--- config.mk ---
export PLATFORM = sky130hd
export DESIGN_NAME = dtlb_module
export DESIGN_NICKNAME = d
export VERILOG_FILES = /design/src/rtl/dtlb_module_pkg.sv /design/src/rtl/dtlb_entry_array.sv /design/src/rtl/dtlb_module.sv
export SDC_FILE = /design/constraint.sdc
export NUM_CORES = 1
export LEC_CHECK = 0
export ABC_AREA = 1
export CAP_MARGIN = 20
export CORE_ASPECT_RATIO = 2
export CORE_UTILIZATION = 30
export CTS_CLUSTER_DIAMETER = 80
export CTS_CLUSTER_SIZE = 40
export DETAILED_ROUTE_END_ITERATION = 16
export SETUP_SLACK_MARGIN = 0.2
export SYNTH_ARGS = -nofsm -noshare
export SYNTH_HDL_FRONTEND = slang
export SYNTH_HIERARCHICAL = 1
export SYNTH_SLANG_ARGS = --single-unit
--- constraint.sdc ---
create_clock -name clk -period 4.44 [get_ports clk]
set_clock_uncertainty 0.2 [all_clocks]
set_input_delay 0.888 -clock clk [delete_from_list [all_inputs] [get_ports clk]]
set_output_delay 0.888 -clock clk [all_outputs]
set_load 0.05 [all_outputs]
--- src/rtl/dtlb_module_pkg.sv ---
// Shared types and constants for the data TLB: entry layout, PTE flag positions,
// exception codes, FSM states and the permission-check helper.
package dtlb_module_pkg;

  localparam int VPN_W  = 20;
  localparam int PPN_W  = 22;
  localparam int ASID_W = 9;
  localparam int FLAG_W = 8;

  localparam int FLG_V = 0;
  localparam int FLG_R = 1;
  localparam int FLG_W = 2;
  localparam int FLG_X = 3;
  localparam int FLG_U = 4;
  localparam int FLG_G = 5;
  localparam int FLG_A = 6;
  localparam int FLG_D = 7;

  localparam logic [1:0] EXCP_NONE  = 2'd0;
  localparam logic [1:0] EXCP_LOAD  = 2'd1;
  localparam logic [1:0] EXCP_STORE = 2'd2;

  localparam logic [1:0] MODE_U = 2'd0;
  localparam logic [1:0] MODE_S = 2'd1;
  localparam logic [1:0] MODE_M = 2'd3;

  typedef enum logic [1:0] {
    ST_IDLE = 2'd0,
    ST_WALK = 2'd1,
    ST_RESP = 2'd2
  } state_e;

  typedef struct packed {
    logic [VPN_W-1:0]  vpn;
    logic [PPN_W-1:0]  ppn;
    logic [ASID_W-1:0] asid;
    logic [FLAG_W-1:0] flags;
  } entry_t;

  // Fault when the access kind, accessed/dirty state or privilege level is not allowed.
  function automatic logic perm_fault(input logic [FLAG_W-1:0] flags,
                                      input logic store, input logic [1:0] mode);
    logic f;
    f = (!store && !flags[FLG_R]) || (store && !flags[FLG_W]) || !flags[FLG_A] ||
        (store && !flags[FLG_D]) || (mode == MODE_U && !flags[FLG_U]) ||
        (mode == MODE_S && flags[FLG_U]);
    return f;
  endfunction

  function automatic logic [1:0] fault_code(input logic store);
    return store ? EXCP_STORE : EXCP_LOAD;
  endfunction

endpackage

--- src/rtl/dtlb_entry_array.sv ---
// Fully-associative entry storage: parallel VPN/ASID match, victim selection
// (first free slot, otherwise round-robin) and sfence invalidation.
module dtlb_entry_array
  import dtlb_module_pkg::*;
#(
  parameter int ENTRIES = 8
) (
  input  logic              clk,
  input  logic              rst_n,
  input  logic [VPN_W-1:0]  lookup_vpn_i,
  input  logic [ASID_W-1:0] lookup_asid_i,
  output logic              hit_o,
  output logic [PPN_W-1:0]  hit_ppn_o,
  output logic [FLAG_W-1:0] hit_flags_o,
  input  logic              refill_en_i,
  input  entry_t            refill_entry_i,
  input  logic              sfence_en_i,
  input  logic              sfence_all_i,
  input  logic [VPN_W-1:0]  sfence_vpn_i
);

  localparam int IDX_W = (ENTRIES > 1) ? $clog2(ENTRIES) : 1;

  entry_t             entry_q [ENTRIES];
  logic [ENTRIES-1:0] valid_q, valid_d, match, refill_sel;
  logic [IDX_W-1:0]   rr_ptr_q, rr_ptr_d, victim, hit_idx;

  generate
    for (genvar gi = 0; gi < ENTRIES; gi++) begin : g_entry
      logic [VPN_W-1:0] vpn_eff;
      assign match[gi] = valid_q[gi] && (entry_q[gi].vpn == lookup_vpn_i) &&
                         ((entry_q[gi].asid == lookup_asid_i) || entry_q[gi].flags[FLG_G]);
      assign refill_sel[gi] = refill_en_i && (victim == IDX_W'(gi));
      // A same-cycle sfence is compared against the incoming VPN so it wins over the refill.
      assign vpn_eff = refill_sel[gi] ? refill_entry_i.vpn : entry_q[gi].vpn;
      assign valid_d[gi] = (sfence_en_i && (sfence_all_i || vpn_eff == sfence_vpn_i)) ? 1'b0
                         : (valid_q[gi] || refill_sel[gi]);
    end
  endgenerate

  always_comb begin
    hit_idx = '0;
    victim  = rr_ptr_q;
    for (int i = ENTRIES - 1; i >= 0; i--) begin
      if (match[i])    hit_idx = IDX_W'(i);
      if (!valid_q[i]) victim  = IDX_W'(i);
    end
  end

  assign hit_o       = |match;
  assign hit_ppn_o   = entry_q[hit_idx].ppn;
  assign hit_flags_o = entry_q[hit_idx].flags;

  always_comb begin
    rr_ptr_d = rr_ptr_q;
    if (refill_en_i && (&valid_q))
      rr_ptr_d = (rr_ptr_q == IDX_W'(ENTRIES - 1)) ? '0 : rr_ptr_q + 1'b1;
  end

  always_ff @(posedge clk) begin
    if (rst_n) begin
      valid_q  <= '0;
      rr_ptr_q <= '0;
    end else begin
      valid_q  <= valid_d;
      rr_ptr_q <= rr_ptr_d;
    end
  end

  always_ff @(posedge clk) begin
    for (int i = 0; i < ENTRIES; i++)
      if (refill_sel[i]) entry_q[i] <= refill_entry_i;
  end

endmodule

--- src/rtl/dtlb_module.sv ---
// Data TLB top: request FSM (IDLE/WALK/RESP), bare-mode bypass, page-walk handshake
// with the MMU and permission checking of hits and refills.
module dtlb_module
  import dtlb_module_pkg::*;
#(
  parameter int DTLB_ENTRIES = 8
) (
  input  logic        clk,
  input  logic        rst_n,
  input  logic        i_csr_trap_flush,
  input  logic        i_exu_mis_flush,
  input  logic        i_exu_ls_flush,
  input  logic        i_rob_mmu_flush,
  input  logic [31:0] i_rob_mmu_src1,
  input  logic [1:0]  i_csr_rv_mode,
  input  logic [31:0] i_csr_mmu_satp,
  input  logic        i_lsu_dtlb_vld,
  input  logic [31:0] i_lsu_dtlb_vaddr,
  input  logic        i_lsu_dtlb_store,
  output logic        o_dtlb_lsu_rdy,
  output logic        o_dtlb_lsu_resp_vld,
  output logic [33:0] o_dtlb_lsu_paddr,
  output logic [1:0]  o_dtlb_lsu_excp,
  output logic        o_dtlb_mmu_vld,
  output logic [31:0] o_dtlb_mmu_vaddr,
  input  logic        i_mmu_dtlb_vld,
  input  logic [52:0] i_mmu_dtlb_tlb,
  input  logic [33:0] i_mmu_dtlb_paddr,
  input  logic [2:0]  i_mmu_dtlb_excp_code
);

  state_e            state_q, state_d;
  logic [31:0]       vaddr_q, vaddr_d;
  logic              store_q, store_d;
  logic [33:0]       paddr_q, paddr_d;
  logic [1:0]        excp_q, excp_d;
  logic              flush, bare, accept, refill_en, arr_hit;
  logic [PPN_W-1:0]  hit_ppn;
  logic [FLAG_W-1:0] hit_flags, mmu_flags;
  logic [ASID_W-1:0] satp_asid;
  entry_t            refill_entry;
  logic              unused_bits;

  assign flush        = i_csr_trap_flush | i_exu_mis_flush | i_exu_ls_flush;
  assign bare         = !i_csr_mmu_satp[31] || (i_csr_rv_mode == MODE_M);
  assign accept       = i_lsu_dtlb_vld && o_dtlb_lsu_rdy && !flush;
  assign satp_asid    = i_csr_mmu_satp[30:22];
  assign mmu_flags    = i_mmu_dtlb_tlb[52:45];
  assign refill_entry = {vaddr_q[31:12], i_mmu_dtlb_paddr[33:12], satp_asid, mmu_flags};
  assign unused_bits  = ^{i_mmu_dtlb_tlb[44:0], i_mmu_dtlb_paddr[11:0], i_csr_mmu_satp[21:0]};

  dtlb_entry_array #(.ENTRIES(DTLB_ENTRIES)) u_array (
    .clk           (clk),
    .rst_n         (rst_n),
    .lookup_vpn_i  (i_lsu_dtlb_vaddr[31:12]),
    .lookup_asid_i (satp_asid),
    .hit_o         (arr_hit),
    .hit_ppn_o     (hit_ppn),
    .hit_flags_o   (hit_flags),
    .refill_en_i   (refill_en),
    .refill_entry_i(refill_entry),
    .sfence_en_i   (i_rob_mmu_flush),
    .sfence_all_i  (i_rob_mmu_src1 == 32'h0),
    .sfence_vpn_i  (i_rob_mmu_src1[31:12])
  );

  always_comb begin
    state_d   = state_q;
    vaddr_d   = vaddr_q;
    store_d   = store_q;
    paddr_d   = paddr_q;
    excp_d    = excp_q;
    refill_en = 1'b0;
    case (state_q)
      ST_IDLE: begin
        if (accept) begin
          vaddr_d = i_lsu_dtlb_vaddr;
          store_d = i_lsu_dtlb_store;
          if (bare) begin
            paddr_d = {2'b00, i_lsu_dtlb_vaddr};
            excp_d  = EXCP_NONE;
            state_d = ST_RESP;
          end else if (arr_hit) begin
            if (perm_fault(hit_flags, i_lsu_dtlb_store, i_csr_rv_mode)) begin
              paddr_d = '0;
              excp_d  = fault_code(i_lsu_dtlb_store);
            end else begin
              paddr_d = {hit_ppn, i_lsu_dtlb_vaddr[11:0]};
              excp_d  = EXCP_NONE;
            end
            state_d = ST_RESP;
          end else begin
            state_d = ST_WALK;
          end
        end
      end
      ST_WALK: begin
        // A flush discards the walk result entirely, including the refill.
        if (flush) begin
          state_d = ST_IDLE;
        end else if (i_mmu_dtlb_vld) begin
          state_d = ST_RESP;
          if (i_mmu_dtlb_excp_code != 3'd0) begin
            paddr_d = '0;
            excp_d  = fault_code(store_q);
          end else begin
            refill_en = 1'b1;
            if (perm_fault(mmu_flags, store_q, i_csr_rv_mode)) begin
              paddr_d = '0;
              excp_d  = fault_code(store_q);
            end else begin
              paddr_d = {i_mmu_dtlb_paddr[33:12], vaddr_q[11:0]};
              excp_d  = EXCP_NONE;
            end
          end
        end
      end
      ST_RESP: state_d = ST_IDLE;
      default: state_d = ST_IDLE;
    endcase
  end

  always_ff @(posedge clk) begin
    if (rst_n) begin
      state_q <= ST_IDLE;
      vaddr_q <= '0;
      store_q <= 1'b0;
      paddr_q <= '0;
      excp_q  <= EXCP_NONE;
    end else begin
      state_q <= state_d;
      vaddr_q <= vaddr_d;
      store_q <= store_d;
      paddr_q <= paddr_d;
      excp_q  <= excp_d;
    end
  end

  assign o_dtlb_lsu_rdy      = (state_q == ST_IDLE);
  assign o_dtlb_mmu_vld      = (state_q == ST_WALK);
  assign o_dtlb_mmu_vaddr    = vaddr_q;
  assign o_dtlb_lsu_resp_vld = (state_q == ST_RESP) && !flush;
  assign o_dtlb_lsu_paddr    = o_dtlb_lsu_resp_vld ? paddr_q : '0;
  assign o_dtlb_lsu_excp     = o_dtlb_lsu_resp_vld ? excp_q : EXCP_NONE;

endmodule

Word level (Yosys, flattened, before mapping)
Memories as Yosys holds them, arrays and structs flattened.
Index checks and enable logic that the tools add are counted.

storage, ports and cells
  flip-flop bits (word level) = 82
  bits in latches = 0
  bits in writable memories = 472
  bits in read-only memories = 0
  output and inout port bits = 71
  memories = 1

operators by class
  add/sub/neg operators = 1
  $mul = 0
  divide/modulo/power cells = 0
  $lt $le $gt $ge = 0
  eq/ne operators = 41
  shift-type cells = 0
  muxes and demuxes = 94
  bitwise gates (word level) = 2
  reductions and logical operators = 121

memory list
  name             words  bits a word  rd ports  clocked after memory_dff  wr ports  line                    source
  u_array.entry_q  8      59           9         0                         1         dtlb_entry_array.sv:24  entry_t entry_q [ENTRIES];

operator list
  cell                                                                   number
  59-bit two-way mux                                                     7
  59-bit OR reduction                                                    7
  20-bit equality test                                                   16
  34-bit two-way mux                                                     9
  20-bit two-way mux                                                     8
  9-bit equality test                                                    8
  3-bit two-way mux                                                      24
  34-bit case mux with 2 select lines                                    1
  1-bit logical AND                                                      46
  1-bit logical OR                                                       35
  32-bit zero test                                                       1
  2-bit two-way mux                                                      16
  1-bit two-way mux                                                      27
  2-bit OR reduction                                                     8
  3-bit equality test, second input constant                             5
  1-bit zero test                                                        14
  2-bit case mux with 2 select lines                                     2
  8-bit AND reduction                                                    1
  8-bit OR reduction                                                     1
  3-bit by 2-bit equality test with 1-bit output, second input constant  2
  3-bit by 1-bit != test with 1-bit output, second input constant        2
  5-bit AND reduction                                                    1
  2-bit by 1-bit equality test with 1-bit output, second input constant  2
  2-bit equality test, second input constant                             2
  other kinds (10)                                                       14

Longest topological paths before layout
Gate-level depths: netlist (run 1).
An unclocked memory read counts as a cell.

  depth after elaboration = 24
  mapped depth = 35

Cells and area by module
The synthesis (run 1) kept the hierarchy.

modules (own cells, without submodules)
  module            instances  cells an instance  area an instance (sq um)  seq. area each (sq um)
  dtlb_entry_array  1          3,564              28,806.4                  14,393.8
  dtlb_module       1          736                4,459.3                   1,421.4

Worst setup path after synthesis (run 1)
Ideal clock, no wire load.

  kind = input port to flip-flop
  start point = input port i_exu_mis_flush
  end point = register u_array.valid_q[0]
  library setup time = 0.128 ns
  arrival time = 4.332 ns
  slack = -0.220 ns
  cell stages on the path = 21
  cell sequence = nor2_1 nand2_1 nor2_4 nand2_4 buf_6 buf_6 nor3_1 inv_1 a21oi_4 buf_4 nand3_4 inv_1 nand2_1 nand2_1 nand2_1 nand2_1 nand2_1 nor2_1 nand2_1 o21ai_1 a21oi_1

between the ends
  word-level cells in the longest chain between the ends = 10
  elaborated cells on any way between the ends = 11

RTL lines
  item                                 line                    source
  start: declaration                   dtlb_module.sv:11       input logic i_exu_mis_flush,
  1-bit OR * (2 in series)             dtlb_module.sv:44       assign flush = i_csr_trap_flush | i_exu_mis_flush | i_exu_ls_flush;
  1-bit two-way mux *                  dtlb_module.sv:99       if (flush) begin
  1-bit two-way mux *                  dtlb_module.sv:74       case (state_q)
  named net refill_en                  dtlb_module.sv:37       logic flush, bare, accept, refill_en, arr_hit;
  1-bit logical AND *                  dtlb_entry_array.sv:33  assign refill_sel[gi] = refill_en_i && (victim == IDX_W'(gi));
  named net u_array.refill_sel[0]      dtlb_entry_array.sv:25  logic [ENTRIES-1:0] valid_q, valid_d, match, refill_sel;
  20-bit two-way mux                   dtlb_entry_array.sv:35  assign vpn_eff = refill_sel[gi] ? refill_entry_i.vpn : entry_q[gi].vpn;
  20-bit equality test                 dtlb_entry_array.sv:36  assign valid_d[gi] = (sfence_en_i && (sfence_all_i || vpn_eff == sfence_vpn_i)) ? 1'b0
  1-bit logical OR                     dtlb_entry_array.sv:36
  1-bit logical AND                    dtlb_entry_array.sv:36
  2-bit OR reduction (no source line)  -
  end signal: assignment               dtlb_entry_array.sv:65  valid_q <= valid_d;
  end: declaration                     dtlb_entry_array.sv:25

Mark *: on every way through the listed nets, which the timed path passes. The rest lies on a longest branch.
A chain may end at the register's enable or synchronous reset.

Worst setup path in the final report (run 1)
  start point = register u_array.valid_q[5]
  end point = register u_array.valid_q[6]

between the ends
  word-level cells in the longest chain between the ends = 13
  elaborated cells on any way between the ends = 14

RTL lines
  item                                 line                    source
  3-bit two-way mux * (6 in series)    dtlb_entry_array.sv:46  if (!valid_q[i]) victim = IDX_W'(i);
  3-bit equality test *                dtlb_entry_array.sv:33
  1-bit logical AND *                  dtlb_entry_array.sv:33
  20-bit two-way mux                   dtlb_entry_array.sv:35
  20-bit equality test                 dtlb_entry_array.sv:36
  1-bit logical OR                     dtlb_entry_array.sv:36
  1-bit logical AND                    dtlb_entry_array.sv:36
  2-bit OR reduction (no source line)  -

Mark *: on every way between the ends. The rest lies on a longest branch, timed or not.

==> flow_metrics.tcl, run 1 <==
set metrics [dict create \
    holdPathStages 2 \
    multi_input_area_um2 14200 \
    power_frac_seq_pct 57.1 \
    grt_pass1_wl_um 219000 \
    dp_slack_ns -0.797 \
    p_leak_uw 0.0191 \
    grt.total_usage_pct 28.3 \
    r2r_end "u_array/valid_q[6]$_SDFF_PP0_" \
    drt_first_iter_violations 3136 \
    wl_per_cell_um 25.7 \
    max_freq_ghz 0.239 \
    gp_congestion 1.08 \
    power.internal_uw 6940 \
    r2r_cells 18 \
    design.core.area_um2 107000 \
    drive_above_1_share_pct 18.1 \
    gr-total-overflow 0 \
    reg2reg_from "u_array/valid_q[5]$_SDFF_PP0_" \
    nets 4980 \
    syn_inst 4221 \
    cts_buffer_depth 3 \
    root_buffer "clkbuf_16" \
    dr.pass1.iters 8 \
    numCtsBuffers 20 \
    worst_hold_startpoint "u_array/rr_ptr_q[2]$_SDFFE_PP0P_" \
    drc_errors 0 \
    placed_cells_incl_taps 6086 \
    syn2layout_area_growth_pct 28.7 \
    dp_hpwl_um 116000 \
    wirelength_um 159000 \
    status "finished clean" \
    critPathMaxStageDelay_ns 0.61 \
    power_switching_uw 2690 \
    start_kind "register" \
    p_clk_share_pct 29.0 \
    worst_pin_slew_ns 0.945 \
    holdPathEnd "u_array/rr_ptr_q[2]$_SDFFE_PP0P_" \
    powerDensity_nw_per_um2 230 \
    ff_latch_area_um2 15300 \
    cp_num_buf_inv 3 \
    cts_hold_buf 0 \
    crit_type "register to register" \
    stdcell_count 6177 \
    syn_avg_cell_area_um2 7.70 \
    synth_nets 4420 \
    cpMaxStageDelayCell "dfxtp_1" \
    cp_max_fo 5 \
    fill_cells 10800 \
    ys_warn_count 6 \
    htreeDepth 1 \
    fin_ws_ns 0.264 \
    grt_pass1_vias 30900 \
    required_ns 4.76 \
    viasPerCell 5.20 \
    min_period_ns 4.18 \
    maxCapViolations 0 \
    clock-sinks 538 \
    rsz0062_at_grt "no" \
    path_cells "buf_4, nand2_1, nor2_1, nand2_1, nand2_2, nor2_4, buf_12, nand3_4, clkinvlp_4, or2_2, nand3_1, nand2_1, nor2_2, nand2_1, nor2_1, nand3_1, nand2_1, a21oi_1" \
    clk_pin_slew_worst_paths_ns 0.15 \
    period_share_pct 94.1 \
    holdCritPathClass "register to register" \
    power.share.switching_pct 27.9 \
    place_area_um2 39800 \
    worstPathArrival_ns 4.49 \
    num_vias 32100 \
    max-vdd-ir-drop_mv 0.288 \
    relSlewSlack_pct 36.8 \
    crit_top_cell "nand2_1" \
    io_buffers 186 \
    rrSetupSlack_ns 0.26 \
    antenna_found_initial 11 \
    design_area_um2 41900 \
    grt_max_degree 59 \
    hold_viol_final 0 \
    synth_area_um2 32500 \
    rows 170 \
    die-area_um2 110000 \
    die_h_um 468 \
    end_kind "register" \
    clk_latency_ns 0.66 \
    start_util_pct 30.3 \
    die_w_um 235 \
    hold_slack_ns 0.292 \
    io_pins 268 \
    ant_nets 0 \
    combinationalPowerShare_pct 14.0 \
    setup-violations-final 0 \
    critical_path.top_delay_family "simple AND/OR/NAND/NOR gates" \
    slew_violations 0 \
    cts_tree "yes" \
]
==> worst min-delay path: stages, from the launching register on <==
cell and delay [ns]:
dfxtp_1 0.34, inv_1 0.07, a21oi_1 0.05
==> layer usage <==
metal / track usage (%) / share of wire, % / wire [µm]
met5: 0 / 0.018 / 29
met1: 27.4 / 32 / 50600
met4: 27.3 / 11 / 18000
met2: 50.3 / 50 / 79200
met3: 5.34 / 6.7 / 10700
==> cell type report <==
class	count	share of cell area (%)
tap	1376	4.11
multi-input combinational	2830	34.0
sequential	538	36.6
timing repair inverter	1	0.0179
clock buffer	26	1.30
inverter	662	6.07
clock inverter	10	0.404
timing repair buffer	728	17.4
antenna	6	0.0359
==> stage by stage <==
step	TNS, ns	total power, µW	util, %
after floorplan	0	6100	-
after global placement	-25.16	6820	37.0
after detailed placement	-27.25	6830	37.0
after CTS	0	9590	38.3
after global routing	0	9880	39.0
final	0	9630	39.0
==> placed cells by master (no fill, tap or decap), drive strengths merged, types with 6 or more instances in the layout <==
| cell type | count |
|---|---|
| buf | 573 |
| nand3 | 551 |
| edfxtp | 456 |
| diode | 6 |
| nor3 | 56 |
| nor4 | 39 |
| or2 | 35 |
| nand3b | 59 |
| inv | 654 |
| a21oi | 58 |
| o21ai | 134 |
| clkbuf | 36 |
| o211ai | 20 |
| clkinvlp | 7 |
| dlygate4sd2 | 6 |
| clkdlybuf4s50 | 124 |
| xor2 | 95 |
| nand4 | 138 |
| nor3b | 8 |
| dfxtp | 82 |
| xnor2 | 40 |
| nor2 | 332 |
| clkinv | 12 |
| dlymetal6s2s | 14 |
| nand2 | 1250 |
==> power by group through the flow <==
| stage | clock, µW | sequential, µW | combinational (µW) |
|---|---|---|---|
| final | 2790 | 5500 | 1340 |
| after CTS | 2820 | 5500 | 1260 |
| after floorplan | 0 | 5640 | 453 |
| after global routing | 2970 | 5500 | 1410 |
| after global placement | 0 | 5610 | 1210 |
| after detailed placement | 0 | 5610 | 1210 |
==> state kept, by name (all words and copies together), names as in the netlist <==
| register | flops |
|---|---|
| store_q | 1 |
| u_array/valid_q | 8 |
| state_q | 2 |
| paddr_q | 34 |
| o_dtlb_mmu_vaddr | 32 |
| u_array/entry_q | 456 |
| excp_q | 2 |
| u_array/rr_ptr_q | 3 |
==> what timing repair did <==
item,CTS,global route
buffers inserted,18,21
cloned,5,5
endpoints found under the setup margin,36,38
gates resized for setup,100,146
pin swaps,30,63
==> how the worst max path moves through the flow <==
| stage | from | to | slack, ns | cells after the start |
|---|---|---|---|---|
| after floorplan | i_exu_mis_flush | u_array/valid_q[2]$_SDFF_PP0_ | 0.31 | 20 |
| after global placement | i_lsu_dtlb_vaddr[25] | paddr_q[5]$_SDFFE_PP0P_ | -0.73 | 26 |
| after detailed placement | i_lsu_dtlb_vaddr[25] | paddr_q[31]$_SDFFE_PP0P_ | -0.80 | 24 |
| after CTS | i_lsu_dtlb_vaddr[20] | paddr_q[13]$_SDFFE_PP0P_ | 0.20 | 29 |
| after global routing | i_lsu_dtlb_vaddr[26] | paddr_q[3]$_SDFFE_PP0P_ | 0.16 | 36 |
| final | u_array/valid_q[5]$_SDFF_PP0_ | u_array/valid_q[6]$_SDFF_PP0_ | 0.26 | 18 |
Power figures use the tool's default switching activity.
==> inputs of run 2 (changes only) <==
- CAP_MARGIN: 20 -> 30
- CTS_CLUSTER_SIZE: 40 -> 8
==> flow_metrics.tcl, run 2 (synthesized netlist as in run 1, its figures left out) <==
set metrics [dict create \
    end_kind "register" \
    htreeDepth 3 \
    grt_pass1_vias 31500 \
    p_leak_uw 0.0199 \
    wirelength_um 161000 \
    io_buffers 186 \
    clock-sinks 538 \
    critPathMaxStageDelay_ns 0.45 \
    grt_pass1_wl_um 221000 \
    regMostFlops "u_array/entry_q" \
    die_w_um 235 \
    required_ns 4.77 \
    max-vdd-ir-drop_mv 0.260 \
    final_common_cell "nand2_1" \
    wl_met2_um 79800 \
    cts_buffer_depth 3 \
    rsz0062_at_grt "no" \
    ant_nets 0 \
    numCtsBuffers 77 \
    cts_hold_buf 0 \
    setup-violations-final 0 \
    grt.total_usage_pct 28.7 \
    drive_above_1_share_pct 19.0 \
    powerDensity_nw_per_um2 288 \
    final_cell_mix "nand2_1 (1185), inv_1 (595), nand3_1 (504)" \
    die_h_um 468 \
    hold_slack_ns 0.282 \
    ff_latch_area_um2 15300 \
    start_kind "input pin" \
    io_pins 268 \
    met1Wirelength_um 49900 \
    dr.pass1.iters 8 \
    gp_congestion 1.08 \
    die-area_um2 110000 \
    highest_layer "met5" \
    drt_first_iter_violations 2902 \
    gr-total-overflow 0 \
    design_area_um2 43400 \
    design.core.area_um2 107000 \
    cpMaxStageDelayCell "nor4_4" \
    relSlewSlack_pct 41.8 \
    largest_reg_flops 456 \
    start_util_pct 30.3 \
    num_vias 32700 \
    cts_tree "yes" \
    rows 170 \
    grt_max_degree 59 \
    maxCapViolations 0 \
    clk_latency_ns 0.66 \
    antenna_found_initial 18 \
    min_period_ns 4.26 \
    syn2layout_area_growth_pct 33.5 \
    viasPerCell 5.21 \
    clk_pin_slew_worst_paths_ns 0.06 \
    crit_type "input pin to register" \
    met3_length_um 12600 \
    dp_hpwl_um 116000 \
    place_area_um2 39800 \
    nets 5041 \
    root_buffer "clkbuf_16" \
    worst_pin_slew_ns 0.870 \
    multi_input_area_um2 14200 \
    status "finished clean" \
    hold_viol_final 0 \
    max_freq_ghz 0.235 \
    fill_cells 10700 \
    period_share_pct 95.9 \
    fin_setup_tns_ns 0 \
    worstPathArrival_ns 4.59 \
    cp_max_fo 8 \
    wl_per_cell_um 25.6 \
    drc_errors 0 \
    holdCritPathClass "register to register" \
    slew_violations 0 \
]
[run 2: cell count changes in the layout (fill, tap and decap cells not counted), sizes merged, moves of 2 or more]
cell          before  now
clkbuf            36  141
dlygate4sd2        6    0
dlymetal6s2s      14   20
inv              654  649
buf              573  576
clkinv            12   10
[run 2: worst max-delay path: cells and delay by family]
kind / cells / cell delay [ns]
simple gates: 16 / 2.16
buf+inv: 12 / 1.35
compound gates: 1 / 0.16
[run 2: worst paths after layout]
| path | end | cells past startpoint | slack (ns) | start |
|---|---|---|---|---|
| setup / recovery | paddr_q[22]$_SDFFE_PP0P_ | 29 | 0.18 | i_lsu_dtlb_vaddr[23] |
| hold / removal | u_array/rr_ptr_q[2]$_SDFFE_PP0P_ | 2 | 0.28 | u_array/rr_ptr_q[2]$_SDFFE_PP0P_ |
| setup reg to reg | u_array/valid_q[4]$_SDFF_PP0_ | 17 | 0.27 | u_array/valid_q[5]$_SDFF_PP0_ |
| hold reg to reg | u_array/rr_ptr_q[2]$_SDFFE_PP0P_ | 2 | 0.28 | u_array/rr_ptr_q[2]$_SDFFE_PP0P_ |
[run 2: routing by layer]
layer / vias to the layer above / track usage [%]
li1: 14900 / -
met2: 1756 / 50.5
met1: 15400 / 26.9
met3: 642 / 6.76
met5: - / 0
met4: 18 / 28.7
[run 2: metrics by stage]
| stage | power [µW] | std cells | utilization, % | worst slack (ns) |
|---|---|---|---|---|
| global placement | 6820 | 6086 | 37.0 | -0.734 |
| detailed placement | 6830 | 6086 | 37.0 | -0.797 |
| finish | 12500 | 6279 | 40.4 | 0.184 |
| global route | 12800 | 6276 | 40.4 | 0.122 |
| floorplan | 6100 | 4221 | - | 0.312 |
| CTS | 12500 | 6229 | 39.4 | 0.203 |
[run 2: area by class of cell]
| class | count | share of cell area, % |
|---|---|---|
| sequential | 538 | 35.3 |
| multi-input combinational | 2830 | 32.8 |
| timing repair buffer | 732 | 16.8 |
| inverter | 662 | 5.85 |
| clock buffer | 130 | 5.05 |
| tap | 1376 | 3.97 |
| clock inverter | 4 | 0.121 |
| antenna | 6 | 0.0346 |
| timing repair inverter | 1 | 0.0115 |
[run 2: power breakdown]
part / internal [µW] / leakage (µW) / switching (µW)
Sequential: 5490 / 0.00502 / 23.7
Clock: 3330 / 0.00107 / 2310
Combinational: 494 / 0.0138 / 847
[run 2: repair_timing]
item,CTS,global route
setup endpoints to repair,36,39
gates cloned,2,7
buffers inserted,7,36
pin swaps,18,65
endpoints found under the hold margin,0,0
resized for setup,45,193
